**src/rtl/al4s3b_wb_decode_mux_pkg.sv**
```systemverilog
// Shared types and constants for the Wishbone FPGA-aperture decode/mux.
// State encodings, region-select width, default reserved base and stats width.
package al4s3b_wb_decode_mux_pkg;

  typedef enum logic [1:0] {
    ST_IDLE = 2'd0,
    ST_BUSY = 2'd1,
    ST_RESP = 2'd2
  } state_e;

  localparam int         REGION_W      = 2;
  localparam logic [9:0] RSVD_BASE_DEF = 10'h07E;
  localparam int         STAT_CNT_W    = 16;

endpackage

```
**src/rtl/al4s3b_wb_decode_mux_if.sv**
```systemverilog
// Master-side Wishbone bus between the AHB-to-FPGA bridge and the decode mux.
// master = bridge view, slave = decode-mux view.
interface al4s3b_wb_decode_mux_if #(
  parameter int ADDRWIDTH = 10,
  parameter int DATAWIDTH = 32
);
  logic [ADDRWIDTH-1:0] WBm_ADR;
  logic                 WBm_CYC;
  logic                 WBm_STB;
  logic                 WBm_WE;
  logic [DATAWIDTH-1:0] WBm_DAT;
  logic                 WBm_ACK;

  modport master (
    output WBm_ADR, WBm_CYC, WBm_STB, WBm_WE,
    input  WBm_DAT, WBm_ACK
  );

  modport slave (
    input  WBm_ADR, WBm_CYC, WBm_STB, WBm_WE,
    output WBm_DAT, WBm_ACK
  );
endinterface

```
**src/rtl/al4s3b_wb_addr_decode.sv**
```systemverilog
// Combinational word-address decode: one-hot user slave, reserved pair, or unmapped.
// Reserved pair match overrides the region decode; regions >= NUM_SLV are unmapped.
module al4s3b_wb_addr_decode
  import al4s3b_wb_decode_mux_pkg::*;
#(
  parameter int                   ADDRWIDTH = 10,
  parameter int                   NUM_SLV   = 3,
  parameter logic [ADDRWIDTH-1:0] RSVD_BASE = ADDRWIDTH'(RSVD_BASE_DEF)
) (
  input  logic [ADDRWIDTH-1:0] adr_i,
  output logic [NUM_SLV-1:0]   slv_sel_o,
  output logic                 rsvd_sel_o,
  output logic                 unmapped_o
);

  logic [REGION_W-1:0] region;
  logic                unused_adr;

  assign region     = adr_i[ADDRWIDTH-1 -: REGION_W];
  assign rsvd_sel_o = (adr_i[ADDRWIDTH-1:1] == RSVD_BASE[ADDRWIDTH-1:1]);
  // Bit 0 only distinguishes the two reserved words, which share one select.
  assign unused_adr = adr_i[0];

  always_comb begin
    slv_sel_o = '0;
    for (int k = 0; k < NUM_SLV; k++) begin
      slv_sel_o[k] = !rsvd_sel_o && (region == REGION_W'(k));
    end
  end

  assign unmapped_o = !rsvd_sel_o && !(|slv_sel_o);

endmodule

```
**src/rtl/al4s3b_wb_decode_mux.sv**
```systemverilog
// Wishbone decode, slave select and registered ACK/data return; one transfer in flight, ack 1 cycle after slave ack.
// Optional unmapped-access statistics built only with WB_DECODE_STATS_EN defined.
module al4s3b_wb_decode_mux
  import al4s3b_wb_decode_mux_pkg::*;
#(
  parameter int                   ADDRWIDTH = 10,
  parameter int                   DATAWIDTH = 32,
  parameter int                   NUM_SLV   = 3,
  parameter logic [ADDRWIDTH-1:0] RSVD_BASE = ADDRWIDTH'(RSVD_BASE_DEF)
) (
  input  logic                           WBs_CLK_i,
  input  logic                           WBs_RSTn_i,
  al4s3b_wb_decode_mux_if.slave          wbm,
  output logic [ADDRWIDTH-1:0]           WBs_ADR_o,
  output logic                           WBs_WE_o,
  output logic                           WBs_STB_o,
  output logic [NUM_SLV-1:0]             WBs_CYC_o,
  output logic                           WBs_CYC_QL_Reserved_o,
  output logic                           WBs_CYC_Any_o,
  input  logic [NUM_SLV-1:0]             WBs_ACK_slv_i,
  input  logic [NUM_SLV*DATAWIDTH-1:0]   WBs_DAT_slv_i,
  input  logic                           WBs_ACK_QL_Reserved_i,
  input  logic [DATAWIDTH-1:0]           WBs_DAT_QL_Reserved_i,
  output logic                           WBs_ACK_Any_o,
  output logic [STAT_CNT_W-1:0]          Unmapped_Cnt_o,
  output logic [ADDRWIDTH-1:0]           Unmapped_Adr_o
);

  logic [NUM_SLV-1:0]   dec_slv;
  logic                 dec_rsvd;
  logic                 dec_unmapped;

  state_e               state_q;
  logic [ADDRWIDTH-1:0] adr_q;
  logic                 we_q;
  logic                 stb_q;
  logic [NUM_SLV-1:0]   cyc_q;
  logic                 cyc_rsvd_q;
  logic                 cyc_any_q;
  logic [DATAWIDTH-1:0] dat_q;
  logic                 ack_q;

  logic                 req;
  logic [NUM_SLV-1:0]   user_ack;
  logic [DATAWIDTH-1:0] user_dat;
  logic                 done;

  al4s3b_wb_addr_decode #(
    .ADDRWIDTH (ADDRWIDTH),
    .NUM_SLV   (NUM_SLV),
    .RSVD_BASE (RSVD_BASE)
  ) u_addr_decode (
    .adr_i      (wbm.WBm_ADR),
    .slv_sel_o  (dec_slv),
    .rsvd_sel_o (dec_rsvd),
    .unmapped_o (dec_unmapped)
  );

  assign req      = wbm.WBm_CYC & wbm.WBm_STB;
  // Only the selected slave's ack counts; strays from other slaves are masked.
  assign user_ack = WBs_ACK_slv_i & cyc_q;
  assign done     = !wbm.WBm_CYC || (|user_ack) || WBs_ACK_QL_Reserved_i;

  always_comb begin
    user_dat = '0;
    for (int k = 0; k < NUM_SLV; k++) begin
      if (cyc_q[k]) user_dat = WBs_DAT_slv_i[k*DATAWIDTH +: DATAWIDTH];
    end
  end

  always_ff @(posedge WBs_CLK_i or negedge WBs_RSTn_i) begin
    if (!WBs_RSTn_i) begin
      state_q    <= ST_IDLE;
      adr_q      <= '0;
      we_q       <= 1'b0;
      stb_q      <= 1'b0;
      cyc_q      <= '0;
      cyc_rsvd_q <= 1'b0;
      cyc_any_q  <= 1'b0;
      dat_q      <= '0;
      ack_q      <= 1'b0;
    end else begin
      case (state_q)
        ST_IDLE: begin
          if (req) begin
            adr_q      <= wbm.WBm_ADR;
            we_q       <= wbm.WBm_WE;
            stb_q      <= 1'b1;
            cyc_q      <= dec_slv;
            cyc_rsvd_q <= dec_rsvd;
            cyc_any_q  <= 1'b1;
            state_q    <= ST_BUSY;
          end
        end
        ST_BUSY: begin
          // Abort (CYC low) wins over a same-cycle ack and returns nothing.
          if (done) begin
            stb_q      <= 1'b0;
            cyc_q      <= '0;
            cyc_rsvd_q <= 1'b0;
            cyc_any_q  <= 1'b0;
            ack_q      <= wbm.WBm_CYC;
            state_q    <= wbm.WBm_CYC ? ST_RESP : ST_IDLE;
            if (wbm.WBm_CYC) dat_q <= (|user_ack) ? user_dat : WBs_DAT_QL_Reserved_i;
          end
        end
        ST_RESP: begin
          ack_q   <= 1'b0;
          state_q <= ST_IDLE;
        end
        default: state_q <= ST_IDLE;
      endcase
    end
  end

  assign wbm.WBm_DAT           = dat_q;
  assign wbm.WBm_ACK           = ack_q;
  assign WBs_ADR_o             = adr_q;
  assign WBs_WE_o              = we_q;
  assign WBs_STB_o             = stb_q;
  assign WBs_CYC_o             = cyc_q;
  assign WBs_CYC_QL_Reserved_o = cyc_rsvd_q;
  assign WBs_CYC_Any_o         = cyc_any_q;
  assign WBs_ACK_Any_o         = |WBs_ACK_slv_i;

`ifdef WB_DECODE_STATS_EN
  logic [STAT_CNT_W-1:0] ucnt_q;
  logic [ADDRWIDTH-1:0]  uadr_q;

  always_ff @(posedge WBs_CLK_i or negedge WBs_RSTn_i) begin
    if (!WBs_RSTn_i) begin
      ucnt_q <= '0;
      uadr_q <= '0;
    end else if (state_q == ST_IDLE && req && dec_unmapped) begin
      if (ucnt_q != '1) ucnt_q <= ucnt_q + STAT_CNT_W'(1);
      uadr_q <= wbm.WBm_ADR;
    end
  end

  assign Unmapped_Cnt_o = ucnt_q;
  assign Unmapped_Adr_o = uadr_q;
`else
  logic unused_stats;
  assign unused_stats   = dec_unmapped;
  assign Unmapped_Cnt_o = '0;
  assign Unmapped_Adr_o = '0;
`endif

endmodule

```
**src/flat_wrapper.sv**
```systemverilog
// flat-port wrapper written by rule: the top's interface ports become plain ports
module al4s3b_wb_decode_mux_flat import al4s3b_wb_decode_mux_pkg::*;
#(
  parameter int                   ADDRWIDTH = 10,
  parameter int                   DATAWIDTH = 32,
  parameter int                   NUM_SLV   = 3,
  parameter logic [ADDRWIDTH-1:0] RSVD_BASE = ADDRWIDTH'(RSVD_BASE_DEF)
)
  (WBs_CLK_i, WBs_RSTn_i, WBs_ADR_o, WBs_WE_o, WBs_STB_o, WBs_CYC_o, WBs_CYC_QL_Reserved_o, WBs_CYC_Any_o, WBs_ACK_slv_i, WBs_DAT_slv_i, WBs_ACK_QL_Reserved_i, WBs_DAT_QL_Reserved_i, WBs_ACK_Any_o, Unmapped_Cnt_o, Unmapped_Adr_o, wbm_WBm_ADR, wbm_WBm_CYC, wbm_WBm_STB, wbm_WBm_WE, wbm_WBm_DAT, wbm_WBm_ACK);
  al4s3b_wb_decode_mux_if #(.ADDRWIDTH(ADDRWIDTH), .DATAWIDTH(DATAWIDTH)) wbm_i ();
  input  logic WBs_CLK_i;
  input  logic WBs_RSTn_i;
  output logic [ADDRWIDTH-1:0] WBs_ADR_o;
  output logic WBs_WE_o;
  output logic WBs_STB_o;
  output logic [NUM_SLV-1:0] WBs_CYC_o;
  output logic WBs_CYC_QL_Reserved_o;
  output logic WBs_CYC_Any_o;
  input  logic [NUM_SLV-1:0] WBs_ACK_slv_i;
  input  logic [NUM_SLV*DATAWIDTH-1:0] WBs_DAT_slv_i;
  input  logic WBs_ACK_QL_Reserved_i;
  input  logic [DATAWIDTH-1:0] WBs_DAT_QL_Reserved_i;
  output logic WBs_ACK_Any_o;
  output logic [STAT_CNT_W-1:0] Unmapped_Cnt_o;
  output logic [ADDRWIDTH-1:0] Unmapped_Adr_o;
  input wire logic [$bits(wbm_i.WBm_ADR)-1:0] wbm_WBm_ADR;
  input wire logic [$bits(wbm_i.WBm_CYC)-1:0] wbm_WBm_CYC;
  input wire logic [$bits(wbm_i.WBm_STB)-1:0] wbm_WBm_STB;
  input wire logic [$bits(wbm_i.WBm_WE)-1:0] wbm_WBm_WE;
  output wire logic [$bits(wbm_i.WBm_DAT)-1:0] wbm_WBm_DAT;
  output wire logic [$bits(wbm_i.WBm_ACK)-1:0] wbm_WBm_ACK;
  assign wbm_i.WBm_ADR = wbm_WBm_ADR;
  assign wbm_i.WBm_CYC = wbm_WBm_CYC;
  assign wbm_i.WBm_STB = wbm_WBm_STB;
  assign wbm_i.WBm_WE = wbm_WBm_WE;
  assign wbm_WBm_DAT = wbm_i.WBm_DAT;
  assign wbm_WBm_ACK = wbm_i.WBm_ACK;
  al4s3b_wb_decode_mux #(.ADDRWIDTH(ADDRWIDTH), .DATAWIDTH(DATAWIDTH), .NUM_SLV(NUM_SLV), .RSVD_BASE(RSVD_BASE)) u_core (.WBs_CLK_i(WBs_CLK_i), .WBs_RSTn_i(WBs_RSTn_i), .wbm(wbm_i), .WBs_ADR_o(WBs_ADR_o), .WBs_WE_o(WBs_WE_o), .WBs_STB_o(WBs_STB_o), .WBs_CYC_o(WBs_CYC_o), .WBs_CYC_QL_Reserved_o(WBs_CYC_QL_Reserved_o), .WBs_CYC_Any_o(WBs_CYC_Any_o), .WBs_ACK_slv_i(WBs_ACK_slv_i), .WBs_DAT_slv_i(WBs_DAT_slv_i), .WBs_ACK_QL_Reserved_i(WBs_ACK_QL_Reserved_i), .WBs_DAT_QL_Reserved_i(WBs_DAT_QL_Reserved_i), .WBs_ACK_Any_o(WBs_ACK_Any_o), .Unmapped_Cnt_o(Unmapped_Cnt_o), .Unmapped_Adr_o(Unmapped_Adr_o));
endmodule
```
**config.mk**
```make
export PLATFORM = sky130hd
export DESIGN_NAME = al4s3b_wb_decode_mux_flat
export DESIGN_NICKNAME = d
export VERILOG_FILES = /design/src/rtl/al4s3b_wb_decode_mux_pkg.sv /design/src/rtl/al4s3b_wb_decode_mux_if.sv /design/src/rtl/al4s3b_wb_addr_decode.sv /design/src/rtl/al4s3b_wb_decode_mux.sv /design/src/flat_wrapper.sv
export SDC_FILE = /design/constraint.sdc
export NUM_CORES = 1
export LEC_CHECK = 0
export BUFFER_PORTS_ARGS = -buffer_cell sky130_fd_sc_hd__buf_4
export CAP_MARGIN = 20
export CORE_MARGIN = 2
export CORE_UTILIZATION = 45
export DETAILED_ROUTE_END_ITERATION = 16
export PLACE_DENSITY = 0.82
export SLEW_MARGIN = 20
export SYNTH_ARGS = -nofsm -noshare
export SYNTH_HDL_FRONTEND = slang
export SYNTH_HIERARCHICAL = 1
export SYNTH_SLANG_ARGS = --single-unit
```
**constraint.sdc**
```tcl
create_clock -name WBs_CLK_i -period 2.25 [get_ports WBs_CLK_i]
set_input_delay 0 -clock WBs_CLK_i [delete_from_list [all_inputs] [get_ports WBs_CLK_i]]
set_output_delay 0 -clock WBs_CLK_i [all_outputs]
set_load 0.005 [all_outputs]
```
# After elaboration in Yosys (flattened, before gate mapping)
# Index checks and enable logic that the tools add are counted.
# word_totals
inputBits	147
out_inout_bits	77
word_cells	53
ff_bits	51
# op_classes
mux	18
reduce_logical	18
bitwise	2
eq_ne	7
# op_table
op	count
$mux W32	4
$eq A9 B6 Y1 const B	1
$mux W2	3
$mux W3	2
$pmux W1 S2	3
$pmux W3 S2	1
$reduce_and A2 Y1	3
$reduce_and A3 Y1	2
$reduce_or A3 Y1	2
$eq A2 B1 Y1 const B	2
$eq A2 B2 Y1 const B	2
$logic_not A2 Y1	2
$mux W1	4
$ne A2 B1 Y1 const B	2
$pmux W2 S2	1
$reduce_bool A2 Y1	2
$and A3 B3 Y3	1
$logic_and A1 B1 Y1	3
$logic_not A1 Y1	2
$logic_or A1 B1 Y1	2
$and A1 B1 Y1	1

# Logic depth before layout (Yosys ltp)
# logic_depth
word_depth	6
ltp_mapped	6

# Hierarchy
# Netlist, hierarchy kept.
# by_module_without_submodules
module	area_each_um2	n_inst	seq_area_each_um2	cells_each
al4s3b_wb_decode_mux	3806.2	1	1276.2	454
al4s3b_wb_addr_decode	71.3	1	0.0	8

# Least setup slack after synthesis
# OpenSTA, ideal clock, no wires.
# synth_path
path_kind	reg2reg
startpoint	register u_core.cyc_q[0] (netlist: u_core/WBs_CYC_o[0])
endpoint	register u_core.dat_q[10] (netlist: u_core/wbm.WBm_DAT[10])
arrival_ns	1.376
setup_ns	0.133
setup_slack_ns	0.741
stages_incl_launch_ff	7
path_cell_list	dfrtp_1 buf_2 a222oi_1 buf_4 or2b_4 buf_4 o211ai_1
# synth_between
elab_chain_cells	5
# synth_lines
item	line_no	text
start: declaration	al4s3b_wb_decode_mux.sv:37	logic [NUM_SLV-1:0] cyc_q;
start signal: assignment	al4s3b_wb_decode_mux.sv:89	cyc_q <= dec_slv;
$and A3 B3 Y3	al4s3b_wb_decode_mux.sv:61	assign user_ack = WBs_ACK_slv_i & cyc_q;
$reduce_or A3 Y1	al4s3b_wb_decode_mux.sv:62, al4s3b_wb_decode_mux.sv:104	
$logic_or A1 B1 Y1 (2 in series)	al4s3b_wb_decode_mux.sv:62	assign done = !wbm.WBm_CYC || (|user_ack) || WBs_ACK_QL_Reserved_i;
$reduce_and A3 Y1 (no source line)	-	
end signal: assignment	al4s3b_wb_decode_mux.sv:104	if (wbm.WBm_CYC) dat_q <= (|user_ack) ? user_dat : WBs_DAT_QL_Reserved_i;
end: declaration	al4s3b_wb_decode_mux.sv:40	logic [DATAWIDTH-1:0] dat_q;
# Parallel ways exist; a longest one is shown, timed or not.
# A chain may end at the register's enable or synchronous reset.

# Worst setup path after layout
# layout_path
startpoint	register u_core.cyc_q[1] (netlist: u_core/WBs_CYC_o[1])
endpoint	register u_core.dat_q[17] (netlist: u_core/wbm.WBm_DAT[17])
# The elaborated chain is that of the path after synthesis.

==> impl_metrics.yaml <==
die:
  fp-row-count: 33
  core_area_sq_um: 8260
  die_w_microns: 96.8
  initial_core_util: 0.469
  dieArea_sq_um: 9360
  pin_count: 224
  die_h_microns: 96.8
detailed_routing:
  wire_per_inst_microns: 17.3
  antenna_left: 0
  wirelength_microns: 13400
  vias: 4433
  first_pass_iters: 5
  vias_per_cell: 5.73
  post-route-drc-count: 0
  drt_iter0_drc: 181
worst_setup_path:
  crit_required_ns: 2.42
  r2r_end: "u_core/wbm.WBm_DAT[17]$_DFFE_PN0P_"
  critPathMaxFanout: 68
  reg2reg_slack_ns: 0.50
  start_kind: "flop"
  cp-end-kind: "flop"
  crit_type: "reg2reg"
  r2r_start: "u_core/WBs_CYC_o[1]$_DFFE_PN0P_"
  worstPathArrival_ns: 1.92
  reg2reg_depth: 5
clock_network:
  root_buffer: "clkbuf_8"
  htree_levels: 2
  cts_buffers: 5
  clk-insertion-delay-late_ns: 0.31
  cts_tree: "done"
  clk_pin_slew_worst_paths_ns: 0.10
  cts.sinks: 51
  cts_setup_buffers: 0
  max-clock-path-buffers: 2
place:
  detailed_place.area_sq_um: 5250
  pre_cts_slack_ns: 0.532
  gp_congestion: 0.863
  port_buffers: 197
  dp_hpwl_microns: 8820
  dp_cells: 722
power:
  switching_power_mw: 1.40
  leakagePower_nw: 2.67
  p_per_area_nw_per_um2: 653
  finalPower_mw: 3.77
  internal_power_mw: 2.37
  p_clk_frac: 0.138
  pwr-share-comb: 0.514
  swShare: 0.371
  seqPwrFrac: 0.348
  vdd_drop_max_mv: 0.458
sta:
  hold_viol_final: 0
  fin_skew_ns: 0.00875
  timing.final.crit_share: 0.780
  min_period_ns: 1.75
  finalSetupTns_ns: 0
  finalSetupViolCount: 0
  max_slew_margin: 0.550
  worst_pin_slew_ns: 0.675
  hold_slack_ns: 0.00804
  worst_slack_ns: 0.495
  slew_viol_final: 0
  grt_setup_unrepaired: "no"
  max_freq_mhz: 570
run:
  maxCapViolations: 0
finish:
  fillers: 665
  syn_to_final_growth_pct: 49.0
  final_nets: 815
  postLayoutCoreUtil: 0.698
  num_antenna_cells: 0
  stdcell_count: 774
  finalInstanceArea_sq_um: 5770
  drive_gt1_frac: 0.332
global_route:
  overflow: 0
  grt_max_degree: 69
  antenna_found_initial: 0
  grt_pass1_wl_microns: 21200
  grt_pass1_vias: 4326
  grt_usage: 0.271
synthesis:
  syn_area_sq_um: 3870
  avgSynthCellArea_sq_um: 8.40
  yosys_warnings: 6
  syn_inst: 461
worst_hold_path:
  min_from: "wbm_WBm_CYC"
  hold_end: "u_core/WBs_CYC_Any_o$_DFFE_PN0P_"
  hold_path_depth: 3
  hp-class: "in2reg"
outcome:
  outcome: "finished clean"
-- sequential cells by signal, indices dropped and copies added, names as in the netlist --
signal / count
u_core/WBs_CYC_Any_o: 1
u_core/WBs_CYC_o: 3
u_core/WBs_CYC_QL_Reserved_o: 1
u_core/WBs_ADR_o: 10
u_core/wbm.WBm_ACK: 1
u_core/wbm.WBm_DAT: 32
u_core/WBs_WE_o: 1
u_core/state_q: 2
-- worst max-delay path: stages, from the launching register on --
cell,delay [ns]
dfrtp_2,0.36
buf_4,0.50
a22oi_2,0.11
buf_4,0.26
a32oi_1,0.24
o211ai_1,0.13
-- per-layer routing --
| metal | GRT usage | share of wire |
|---|---|---|
| met2 | 0.471 | 0.50 |
| met1 | 0.341 | 0.40 |
| met3 | 0.0484 | 0.079 |
| met5 | 0 | 0 |
| met4 | 0.0878 | 0.024 |
-- how the worst max path moves through the flow --
| stage | startpoint | end | slack, ns |
|---|---|---|---|
| floorplan | u_core/WBs_CYC_o[0]$_DFFE_PN0P_ | u_core/wbm.WBm_DAT[10]$_DFFE_PN0P_ | 0.74 |
| detailed placement | u_core/WBs_CYC_o[1]$_DFFE_PN0P_ | u_core/wbm.WBm_DAT[2]$_DFFE_PN0P_ | 0.53 |
| CTS | u_core/WBs_CYC_o[1]$_DFFE_PN0P_ | u_core/wbm.WBm_DAT[2]$_DFFE_PN0P_ | 0.50 |
| finish | u_core/WBs_CYC_o[1]$_DFFE_PN0P_ | u_core/wbm.WBm_DAT[17]$_DFFE_PN0P_ | 0.50 |
| global route | u_core/WBs_CYC_o[1]$_DFFE_PN0P_ | u_core/wbm.WBm_DAT[2]$_DFFE_PN0P_ | 0.35 |
| global placement | u_core/WBs_CYC_o[1]$_DFFE_PN0P_ | u_core/wbm.WBm_DAT[2]$_DFFE_PN0P_ | 0.66 |
-- power groups by stage --
| stage | clock network, mW | registers, mW | logic [mW] |
|---|---|---|---|
| CTS | 0.524 | 1.31 | 1.91 |
| global placement | 0 | 1.31 | 1.79 |
| finish | 0.519 | 1.31 | 1.94 |
| global route | 0.567 | 1.34 | 2.08 |
| detailed placement | 0 | 1.33 | 1.84 |
| floorplan | 0 | 1.31 | 1.06 |
-- what timing repair did --
action / 4_1_cts / 5_1_grt
gates resized for setup: 0 / 0
endpoints found under the hold margin: 94 / 0
hold buffers: 44 / 0
-- placed cells by master (no fill, tap or decap), drive strengths merged, types with 3 or more instances in the layout --
cell type	count
dlygate4sd3	44
nor2b	34
nand3b	33
a21oi	37
o2bb2ai	4
conb	26
a22o	32
dfrtp	51
o211ai	32
nand2	37
inv	33
a22oi	3
buf	209
a32oi	32
nand4	32
clkbuf	7
-- cell type report --
class / count / area [sq um] / share of cell area
multi-input cells: 324 / 2140 / 0.371
repair buffers: 253 / 2010 / 0.348
flip-flops and latches: 51 / 1280 / 0.222
well taps: 105 / 131 / 0.0228
inverters: 33 / 124 / 0.0215
clock buffers: 7 / 76.3 / 0.0132
clock inverters: 1 / 5.00 / 0.000868
Note: power is estimated with default switching activity, not from simulation.
